$ cat src/rtl/pin_access_ctrl_pkg.sv
// -----------------------------------------------------------------------------
// pin_access_ctrl_pkg
//   Shared definitions for the PIN access controller: FSM state encoding and
//   small elaboration-time helpers for sizing counters.
// -----------------------------------------------------------------------------
package pin_access_ctrl_pkg;

  // Controller states; encodings are fixed so debug probes stay stable.
  typedef enum logic [2:0] {
    ST_IDLE    = 3'd0,
    ST_CAPTURE = 3'd1,
    ST_GRANTED = 3'd2,
    ST_DENIED  = 3'd3,
    ST_LOCKED  = 3'd4
  } state_e;

  // Larger of two integers, used to size the shared lockout/timeout counter.
  function automatic int max_int(input int a, input int b);
    if (a > b) begin
      return a;
    end else begin
      return b;
    end
  endfunction

  // Bits needed to hold values 0..max_val (never less than 1).
  function automatic int cnt_width(input int max_val);
    if (max_val < 1) begin
      return 1;
    end else begin
      return $clog2(max_val + 1);
    end
  endfunction

endpackage

$ cat src/rtl/pin_access_ctrl_stb_edge_det.sv
// -----------------------------------------------------------------------------
// stb_edge_det
//   Rising-edge detector for a level keypad strobe. The strobe is registered
//   and a one-cycle event is flagged when the strobe is high now but was low
//   on the previous cycle. The event is deliberately combinational so it lines
//   up with the cycle in which the accompanying data is valid.
// Ports
//   clk    in  rising-edge clock
//   rst_n  in  asynchronous active-low reset
//   stb    in  level strobe from the keypad front end
//   evt    out one-cycle pulse on each 0->1 strobe transition
// -----------------------------------------------------------------------------
module stb_edge_det (
  input  logic clk,
  input  logic rst_n,
  input  logic stb,
  output logic evt
);

  logic stb_d_r;

  // Delayed copy of the strobe for edge detection.
  always_ff @(posedge clk or negedge rst_n) begin
    if (!rst_n) begin
      stb_d_r <= 1'b0;
    end else begin
      stb_d_r <= stb;
    end
  end

  assign evt = stb & ~stb_d_r;

endmodule

$ cat src/rtl/pin_access_ctrl.sv
// -----------------------------------------------------------------------------
// pin_access_ctrl
//   PIN-entry access controller between the keypad front end and the door
//   actuation. Compares PIN_LEN digits against PIN_VALUE (digit 0 in the MS
//   slice), counts consecutive denials and enters a timed lockout after
//   MAX_TRIES of them.
//   Optional feature macro: PIN_TIMEOUT_EN -- when defined, a partially
//   entered PIN is denied after TIMEOUT_CYCLES cycles without a new digit.
// Ports
//   CLK              in  clock, rising edge
//   RESET            in  asynchronous active-low reset
//   SOLICITUD_ACCESO in  request: start or restart PIN entry
//   DIGITO_STB       in  level digit strobe, new digit on each 0->1 edge
//   DIGITO           in  digit value, sampled in the strobe edge cycle
//   ACCESO_ACEPTADO  out PIN matched (registered)
//   ACCESO_DENEGADO  out PIN mismatch or timeout (registered)
//   BLOQUEO          out lockout active (registered)
//   INTENTOS         out consecutive denials so far (registered, saturating)
// -----------------------------------------------------------------------------
module pin_access_ctrl
  import pin_access_ctrl_pkg::*;
#(
  parameter int DIGIT_W        = 4,
  parameter int PIN_LEN        = 4,
  parameter logic [PIN_LEN*DIGIT_W-1:0] PIN_VALUE = 16'h6969,
  parameter int MAX_TRIES      = 3,
  parameter int LOCK_CYCLES    = 64,
  parameter int TIMEOUT_CYCLES = 32
) (
  input  logic                           CLK,
  input  logic                           RESET,
  input  logic                           SOLICITUD_ACCESO,
  input  logic                           DIGITO_STB,
  input  logic [DIGIT_W-1:0]             DIGITO,
  output logic                           ACCESO_ACEPTADO,
  output logic                           ACCESO_DENEGADO,
  output logic                           BLOQUEO,
  output logic [$clog2(MAX_TRIES+1)-1:0] INTENTOS
);

  localparam int PIN_W = PIN_LEN * DIGIT_W;
  localparam int IDX_W = cnt_width(PIN_LEN);
  localparam int TRY_W = $clog2(MAX_TRIES + 1);
  // Lockout and timeout never run together, so one counter serves both.
  localparam int CNT_W = cnt_width(max_int(LOCK_CYCLES, TIMEOUT_CYCLES));

  localparam logic [IDX_W-1:0] IDX_ZERO  = IDX_W'(0);
  localparam logic [IDX_W-1:0] IDX_ONE   = IDX_W'(1);
  localparam logic [IDX_W-1:0] IDX_LAST  = IDX_W'(PIN_LEN - 1);
  localparam logic [TRY_W-1:0] TRY_ZERO  = TRY_W'(0);
  localparam logic [TRY_W-1:0] TRY_ONE   = TRY_W'(1);
  localparam logic [TRY_W-1:0] TRY_MAX   = TRY_W'(MAX_TRIES);
  localparam logic [CNT_W-1:0] CNT_ZERO  = CNT_W'(0);
  localparam logic [CNT_W-1:0] CNT_ONE   = CNT_W'(1);
  localparam logic [CNT_W-1:0] LOCK_LAST = CNT_W'(LOCK_CYCLES - 1);
`ifdef PIN_TIMEOUT_EN
  localparam logic [CNT_W-1:0] TO_LAST   = CNT_W'(TIMEOUT_CYCLES - 1);
`endif

  state_e             state_r, state_nxt_s;
  logic [IDX_W-1:0]   idx_r, idx_nxt_s;
  logic               mism_r, mism_nxt_s;
  logic [TRY_W-1:0]   tries_r, tries_nxt_s, tries_inc_s;
  logic [CNT_W-1:0]   cnt_r, cnt_nxt_s;
  logic               acc_r, den_r, blq_r;
  logic               digit_evt_s;
  logic [PIN_W-1:0]   pin_shift_s;
  logic [DIGIT_W-1:0] digit_exp_s;
  logic               digit_bad_s;

  stb_edge_det u_stb_edge_det (
    .clk   (CLK),
    .rst_n (RESET),
    .stb   (DIGITO_STB),
    .evt   (digit_evt_s)
  );

  // Expected digit for the current index: shift it into the MS slice.
  always_comb begin
    pin_shift_s = PIN_VALUE << (idx_r * DIGIT_W);
    digit_exp_s = pin_shift_s[PIN_W-1 -: DIGIT_W];
    digit_bad_s = (DIGITO != digit_exp_s);
    if (tries_r == TRY_MAX) begin
      tries_inc_s = tries_r;
    end else begin
      tries_inc_s = tries_r + TRY_ONE;
    end
  end

  // Next-state and datapath update logic.
  always_comb begin
    state_nxt_s = state_r;
    idx_nxt_s   = idx_r;
    mism_nxt_s  = mism_r;
    tries_nxt_s = tries_r;
    cnt_nxt_s   = cnt_r;
    case (state_r)
      ST_IDLE: begin
        if (SOLICITUD_ACCESO) begin
          state_nxt_s = ST_CAPTURE;
          idx_nxt_s   = IDX_ZERO;
          mism_nxt_s  = 1'b0;
          cnt_nxt_s   = CNT_ZERO;
        end else begin
          state_nxt_s = ST_IDLE;
        end
      end
      ST_CAPTURE: begin
        // A request in the same cycle as a digit event discards that digit.
        if (SOLICITUD_ACCESO) begin
          idx_nxt_s  = IDX_ZERO;
          mism_nxt_s = 1'b0;
          cnt_nxt_s  = CNT_ZERO;
        end else if (digit_evt_s) begin
          cnt_nxt_s = CNT_ZERO;
          if (idx_r == IDX_LAST) begin
            idx_nxt_s  = IDX_ZERO;
            mism_nxt_s = 1'b0;
            if (mism_r || digit_bad_s) begin
              state_nxt_s = ST_DENIED;
              tries_nxt_s = tries_inc_s;
            end else begin
              state_nxt_s = ST_GRANTED;
              tries_nxt_s = TRY_ZERO;
            end
          end else begin
            idx_nxt_s  = idx_r + IDX_ONE;
            mism_nxt_s = mism_r | digit_bad_s;
          end
`ifdef PIN_TIMEOUT_EN
        end else if (idx_r != IDX_ZERO) begin
          // Only a partially entered PIN can time out.
          if (cnt_r == TO_LAST) begin
            state_nxt_s = ST_DENIED;
            tries_nxt_s = tries_inc_s;
            idx_nxt_s   = IDX_ZERO;
            mism_nxt_s  = 1'b0;
            cnt_nxt_s   = CNT_ZERO;
          end else begin
            cnt_nxt_s = cnt_r + CNT_ONE;
          end
`endif
        end else begin
          cnt_nxt_s = CNT_ZERO;
        end
      end
      ST_GRANTED: begin
        if (SOLICITUD_ACCESO) begin
          state_nxt_s = ST_CAPTURE;
          idx_nxt_s   = IDX_ZERO;
          mism_nxt_s  = 1'b0;
          cnt_nxt_s   = CNT_ZERO;
        end else begin
          state_nxt_s = ST_GRANTED;
        end
      end
      ST_DENIED: begin
        // Count already updated on entry; reaching the limit locks next cycle.
        if (tries_r >= TRY_MAX) begin
          state_nxt_s = ST_LOCKED;
          cnt_nxt_s   = CNT_ZERO;
        end else if (SOLICITUD_ACCESO) begin
          state_nxt_s = ST_CAPTURE;
          idx_nxt_s   = IDX_ZERO;
          mism_nxt_s  = 1'b0;
          cnt_nxt_s   = CNT_ZERO;
        end else begin
          state_nxt_s = ST_DENIED;
        end
      end
      ST_LOCKED: begin
        if (cnt_r == LOCK_LAST) begin
          state_nxt_s = ST_IDLE;
          tries_nxt_s = TRY_ZERO;
          cnt_nxt_s   = CNT_ZERO;
        end else begin
          cnt_nxt_s = cnt_r + CNT_ONE;
        end
      end
      default: begin
        state_nxt_s = ST_IDLE;
        idx_nxt_s   = IDX_ZERO;
        mism_nxt_s  = 1'b0;
        tries_nxt_s = TRY_ZERO;
        cnt_nxt_s   = CNT_ZERO;
      end
    endcase
  end

  // FSM state register.
  always_ff @(posedge CLK or negedge RESET) begin
    if (!RESET) begin
      state_r <= ST_IDLE;
    end else begin
      state_r <= state_nxt_s;
    end
  end

  // Datapath registers and Moore outputs decoded from the next state, so the
  // outputs change on the same edge as the state register.
  always_ff @(posedge CLK or negedge RESET) begin
    if (!RESET) begin
      idx_r   <= IDX_ZERO;
      mism_r  <= 1'b0;
      tries_r <= TRY_ZERO;
      cnt_r   <= CNT_ZERO;
      acc_r   <= 1'b0;
      den_r   <= 1'b0;
      blq_r   <= 1'b0;
    end else begin
      idx_r   <= idx_nxt_s;
      mism_r  <= mism_nxt_s;
      tries_r <= tries_nxt_s;
      cnt_r   <= cnt_nxt_s;
      acc_r   <= (state_nxt_s == ST_GRANTED);
      den_r   <= (state_nxt_s == ST_DENIED);
      blq_r   <= (state_nxt_s == ST_LOCKED);
    end
  end

  assign ACCESO_ACEPTADO = acc_r;
  assign ACCESO_DENEGADO = den_r;
  assign BLOQUEO         = blq_r;
  assign INTENTOS        = tries_r;

endmodule

$ cat config.mk
export PLATFORM = sky130hd
export DESIGN_NAME = pin_access_ctrl
export DESIGN_NICKNAME = d
export VERILOG_FILES = /design/src/rtl/pin_access_ctrl_pkg.sv /design/src/rtl/pin_access_ctrl_stb_edge_det.sv /design/src/rtl/pin_access_ctrl.sv
export SDC_FILE = /design/constraint.sdc
export NUM_CORES = 1
export LEC_CHECK = 0
export CAP_MARGIN = 30
export CORE_ASPECT_RATIO = 0.7
export CORE_MARGIN = 4
export CORE_UTILIZATION = 35
export CTS_BUF_LIST = sky130_fd_sc_hd__clkbuf_8
export DETAILED_ROUTE_END_ITERATION = 8
export SLEW_MARGIN = 10
export SYNTH_ARGS = -nofsm -noshare
export SYNTH_HDL_FRONTEND = slang
export SYNTH_SLANG_ARGS = --single-unit
export TNS_END_PERCENT = 20
$ cat constraint.sdc
create_clock -name CLK -period 3.6 [get_ports CLK]
set_clock_uncertainty 0.2 [all_clocks]
set_input_delay 0.36 -clock CLK [delete_from_list [all_inputs] [get_ports CLK]]
set_output_delay 0.36 -clock CLK [all_outputs]
set_load 0.01 [all_outputs]
==> results of run 1 <==
## worst max-delay path by stage
stage	slack [ns]	cells after the start	end	startpoint
after global routing	1.37	7	INTENTOS[0]	idx_r[0]
after detailed placement	1.35	5	idx_r[1]	SOLICITUD_ACCESO
final	1.57	7	INTENTOS[0]	idx_r[0]
after floorplan	1.83	7	ACCESO_DENEGADO	idx_r[0]
after global placement	1.42	5	idx_r[1]	SOLICITUD_ACCESO
after CTS	1.58	7	INTENTOS[0]	idx_r[0]
## layout make-up
cell class | instances | share of cell area
repair buffers | 13 | 0.0934
flip-flops and latches | 20 | 0.356
inverters | 9 | 0.0240
clock buffers | 3 | 0.0294
well taps | 38 | 0.0338
clock inverters | 1 | 0.0214
multi-input cells | 91 | 0.442
## per-stage QoR
stage                     hold WS (ns)   util  total power [uW]
final                            0.115  0.441               693
after floorplan                 -0.136      -               420
after detailed placement         0.286  0.415               474
after CTS                        0.296  0.437               703
after global routing             0.120  0.441               734
after global placement           0.279  0.415               465
## synthesized netlist by cell type (all sizes together)
library cell,number
o21ai,13
o22ai,3
nor2,12
buf,3
nand2b,4
a21boi,2
a31oi,2
nor2b,2
or2b,1
nand4,1
a21oi,1
nand4bb,1
o41ai,1
mux2,2
nand3,5
nor3,1
nor3b,1
or2,3
o31ai,3
inv,9
xor2,1
dfrtp,20
ha,5
and2,2
mux2i,3
a22o,2
nand2,16
o2bb2ai,1
or4,1
nand3b,1
o21bai,1
## critical path, delay by kind of cell, from the launching register on
| family | cells | cell delay [ns] |
|---|---|---|
| AO/OA/AOI/OAI | 3 | 0.61 |
| flip-flops | 1 | 0.40 |
| multiplexers | 1 | 0.25 |
| adder cells (fa/ha/maj) | 1 | 0.20 |
| AND/OR/NAND/NOR | 1 | 0.14 |
| buffers and inverters | 1 | 0.10 |
## where the power goes
part	leakage [uW]	switching (uW)	internal, uW
Sequential	0.000269	31.7	250
Clock	0.0000357	75.0	148
Combinational	0.000315	98.2	89.8
## layer usage
metal  share of wire  global-route usage  wire, um  up-vias
met5               0                   0         0        -
met4           0.016              0.0457        37        0
met3           0.041              0.0353        97        4
met2            0.41               0.165       977       17
met1            0.53               0.161      1250      426
li1                -                   -         -      452
## registers in the layout, summed over array words and instances, names as in the netlist
name,count
cnt_r,7
mism_r,1
state_r,3
idx_r,3
ACCESO_DENEGADO,1
u_stb_edge_det.stb_d_r,1
BLOQUEO,1
ACCESO_ACEPTADO,1
INTENTOS,2
## logic make-up (layout without fill, tap and decap cells)
group                      count (synthesis)  in the layout  synth area share
and+or+nand+nor                           51             51             0.228
AOI/OAI and AO/OA                         29             29             0.189
DFF                                       20             20             0.422
buffers and inverters                     12             26            0.0538
adders and majority gates                  5              5            0.0527
muxes                                      5              5            0.0475
xor gates and xnor gates                   1              1           0.00739
==> results_dict.tcl, run 1 <==
set metrics [dict create \
    finalSetupTns_ns 0 \
    synth.area.top_cells "dfrtp_1, ha_1, o21ai_0" \
    reg2reg_to "INTENTOS[0]" \
    seq_area_um2 500 \
    worstSkewPairLatency_ns 0.26 \
    dp_hpwl_mm 1.79 \
    fmax_mhz 493 \
    die_area_um2 4400 \
    place_congestion 0.859 \
    cts-root-buf "clkbuf_8" \
    routed_wirelength_mm 2.36 \
    yosysUniqueCellTypes 38 \
    outcome "completed" \
    yosysSeqAreaShare 0.422 \
    placed_area_um2 1320 \
    grt_max_degree 21 \
    crit_type "reg2reg" \
    ys_seq_elements 20 \
    cts_htree_levels 1 \
    numCtsBuffers 3 \
    cts_hold_buf 0 \
    drtIter0Drc 96 \
    r2r_cells 7 \
    fillCellCount 319 \
    dieHeight_um 56.7 \
    slew_headroom 0.627 \
    detail-route-antenna-nets 0 \
    crit_required_ns 3.54 \
    grt-ovfl-total 0 \
    ir_drop_v 0.000378 \
    finalCritPeriodShare 0.563 \
    rows 17 \
    design_area_um2 1410 \
    drc_errors 0 \
    worst_path_max_delay_cell "dfrtp_1" \
    p_leak_uw 0.000619 \
    rsz0062_at_grt "no" \
    io_pins 13 \
    worstPathArrival_ns 1.96 \
    finalHoldViolCount 0 \
    syn_area_per_cell_um2 9.64 \
    portBuffers 12 \
    initial_core_util 0.372 \
    min_path_type "in2async" \
    period_minus_slack_ns 2.03 \
    start_kind "flip-flop" \
    drv_cap 0 \
    setup_viol 0 \
    num_antenna_cells 0 \
    powerDensity_nw_per_um2 493 \
    dr.pass1.iters 4 \
    grt_pass1_wl_mm 3.95 \
    r2r_start "idx_r[0]" \
    placedCellCount 170 \
    tritoncts "yes" \
    final_common_cell "dfrtp_1" \
    syn_inst 123 \
    ctsLongestPathBuffers 2 \
    max_slew.worst_pin.slew_ns 0.558 \
    grt_pass1_vias 851 \
    end_kind "flip-flop" \
    core_um2 3190 \
    routedWlPerCell_um 13.5 \
    reg2reg_slack_ns 1.57 \
    layout_common_cells "dfrtp_1, nand2_1, o21ai_0, clkdlybuf4s50_1, nor2_1" \
    cp_cell_sequence "inv_1, ha_1, o21bai_1, mux2i_1, nand3_1, a31oi_1, o22ai_1" \
    multi_input_area_um2 622 \
    grt.total_usage 0.116 \
    setup_ws_ns 1.57 \
    num_vias 899 \
    nNetsFinal 151 \
    cts_resized 0 \
    antenna_found_initial 0 \
    area_growth_pct 18.6 \
    drv_slew 0 \
    cp_max_fo 4 \
    via_per_inst 5.14 \
    synth_warnings 0 \
    synth_area_um2 1190 \
    synthesis.nets 136 \
    critPathMaxStageDelay_ns 0.40 \
    dieWidth_um 77.6 \
    final_layout_size_suffix_gt1_frac 0.117 \
    cts.reportedPaths.clkPinSlew_ns 0.08 \
    yosysTopAreaCellShare 0.422 \
    post_cts_buffers 0 \
    instances_no_fill 175 \
    yosysTopAreaCell "dfrtp_1" \
    dp_slack_ns 1.35 \
    clkSinkCount 20 \
]
Power figures use the tool's default switching activity.
==> run 2: changes to the inputs <==
==> constraint.sdc (replaced) <==
create_clock -name CLK -period 2 [get_ports CLK]
set_clock_uncertainty 0.2 [all_clocks]
set_input_delay 0.2 -clock CLK [delete_from_list [all_inputs] [get_ports CLK]]
set_output_delay 0.2 -clock CLK [all_outputs]
set_load 0.01 [all_outputs]
==> run 2 against run 1 <==
Effect of this change: total power is 95% higher; critical path depth fell by 2; maximum frequency increased by 5.5%; highest routed layer unchanged; clock-buffer cell count did not move; via count grew 3.9%; clock power up 81%; utilization increased by 5.0 points; register-to-register slack got worse by 1.5 ns; non-clock buffer count up 8; sequential cell count stayed put.
==> results_dict.tcl, run 2 (synthesis results as in run 1) <==
set metrics [dict create \
    rows 17 \
    worstPathArrival_ns 1.86 \
    final_layout_size_suffix_gt1_frac 0.262 \
    place_congestion 0.845 \
    cts_hold_buf 0 \
    max_slew.worst_pin.slew_ns 0.419 \
    cts-root-buf "clkbuf_8" \
    switching_share 0.308 \
    p_sw_uw 416 \
    top_regs "cnt_r x7, idx_r x3, state_r x3" \
    multi_input_area_um2 723 \
    portBuffers 12 \
    pwr-share-clk 0.298 \
    drtIter0Drc 45 \
    grt_pass1_wl_mm 4.08 \
    grt.total_usage 0.117 \
    rsz0062_at_grt "yes" \
    min_path_type "in2async" \
    dr.pass1.iters 4 \
    grt-ovfl-total 0 \
    routedWlPerCell_um 13.4 \
    top_register "cnt_r" \
    worst_path_max_delay_cell "dfrtp_1" \
    cp_max_fo 8 \
    dieHeight_um 56.7 \
    io_pins 13 \
    design_area_um2 1570 \
    seq_area_um2 502 \
    end_kind "flip-flop" \
    critPathMaxStageDelay_ns 0.52 \
    core_um2 3190 \
    drv_slew 0 \
    routed_wirelength_mm 2.45 \
    powerDensity_nw_per_um2 864 \
    finalHoldViolCount 0 \
    cp_top_family "compound AO/OA/AOI/OAI gates" \
    tritoncts "yes" \
    cp_cell_sequence "o21ai_0, o31ai_4, a21oi_1, nand3b_1, o22ai_2" \
    area_growth_pct 32.0 \
    dp_hpwl_mm 1.84 \
    outcome "completed" \
    fmax_mhz 520 \
    initial_core_util 0.372 \
    cts_htree_levels 1 \
    layout_common_cells "dfrtp_1, nand2_1, o21ai_0, clkdlybuf4s50_1, nor2_1" \
    nNetsFinal 159 \
    grt_pass1_vias 881 \
    crit_required_ns 1.94 \
    fillCellCount 288 \
    dieWidth_um 77.6 \
    worst-path-buf-inv 0 \
    ir_drop_v 0.000551 \
    clkSinkCount 20 \
    drv_cap 0 \
    internal_power_uw 936 \
    detail-route-antenna-nets 0 \
    largest_reg_flops 7 \
    crit_type "reg2reg" \
    grt_max_degree 21 \
    cts.reportedPaths.clkPinSlew_ns 0.08 \
    period_minus_slack_ns 1.92 \
    worstSkewPairLatency_ns 0.26 \
    finalSetupTns_ns 0 \
    ctsLongestPathBuffers 2 \
    num_antenna_cells 0 \
    pwr-share-comb 0.322 \
    placed_area_um2 1360 \
    setup_viol 0 \
    via_per_inst 5.10 \
    pwr-share-seq 0.380 \
    p_leak_uw 0.000670 \
    slew_headroom 0.720 \
    final_common_cell "dfrtp_1" \
    die_area_um2 4400 \
    antenna_found_initial 0 \
    utilization 0.491 \
    drc_errors 0 \
    num_vias 934 \
    start_kind "flip-flop" \
    numCtsBuffers 3 \
    finalCritPeriodShare 0.961 \
]
[run 2: layer usage]
layer,vias to the layer above,track usage,routed length [um]
met5,-,0,0
met4,0,0.0330,19
met3,2,0.0385,109
met2,20,0.163,1110
met1,442,0.171,1210
li1,470,-,-
[run 2: through the flow]
stage / total power, uW / hold slack (ns) / instances / worst slack (ns)
6_report: 1350 / 0.0648 / 183 / 0.0778
5_1_grt: 1430 / 0.100 / 183 / -0.0665
4_1_cts: 1290 / 0.0717 / 179 / 0.0584
3_5_place_dp: 876 / 0.278 / 175 / 0.0102
3_3_place_gp: 866 / 0.277 / 175 / 0.0658
2_1_floorplan: 756 / -0.296 / 123 / 0.232
[run 2: power by group through the flow]
stage	clock network (uW)	logic (uW)	registers (uW)
finish	403	436	514
global route	430	480	524
CTS	417	367	504
detailed placement	0	364	512
global placement	0	357	509
floorplan	0	267	489
[run 2: layout make-up]
cell class	count	area share
clock buffers	3	0.0264
clock inverters	1	0.0192
inverters	9	0.0216
multi-input cells	91	0.462
flip-flops and latches	20	0.321
well taps	38	0.0304
repair buffers	21	0.120
[run 2: worst register-to-register path, cell delays in order (launching register included)]
cell	delay [ns]
dfrtp_1	0.52
o21ai_0	0.36
o31ai_4	0.13
a21oi_1	0.28
nand3b_1	0.22
o22ai_2	0.10
[run 2: timing repair]
item,4_1_cts,5_1_grt
setup buffers,0,4
endpoints found under the setup margin,0,4
resized for setup,0,18
[run 2: worst paths after layout]
| kind | from | cells past startpoint | slack, ns | to |
|---|---|---|---|---|
| max in group asynchronous | RESET | 2 | 1.30 | idx_r[1] |
| worst min-delay path | RESET | 2 | 0.06 | u_stb_edge_det.stb_d_r |
| worst max-delay path | state_r[0] | 5 | 0.08 | INTENTOS[1] |
| worst max register to register | state_r[0] | 5 | 0.08 | INTENTOS[1] |
| worst min register to register | cnt_r[5] | 1 | 0.29 | cnt_r[5] |
| min in group CLK | DIGITO_STB | 1 | 0.28 | u_stb_edge_det.stb_d_r |
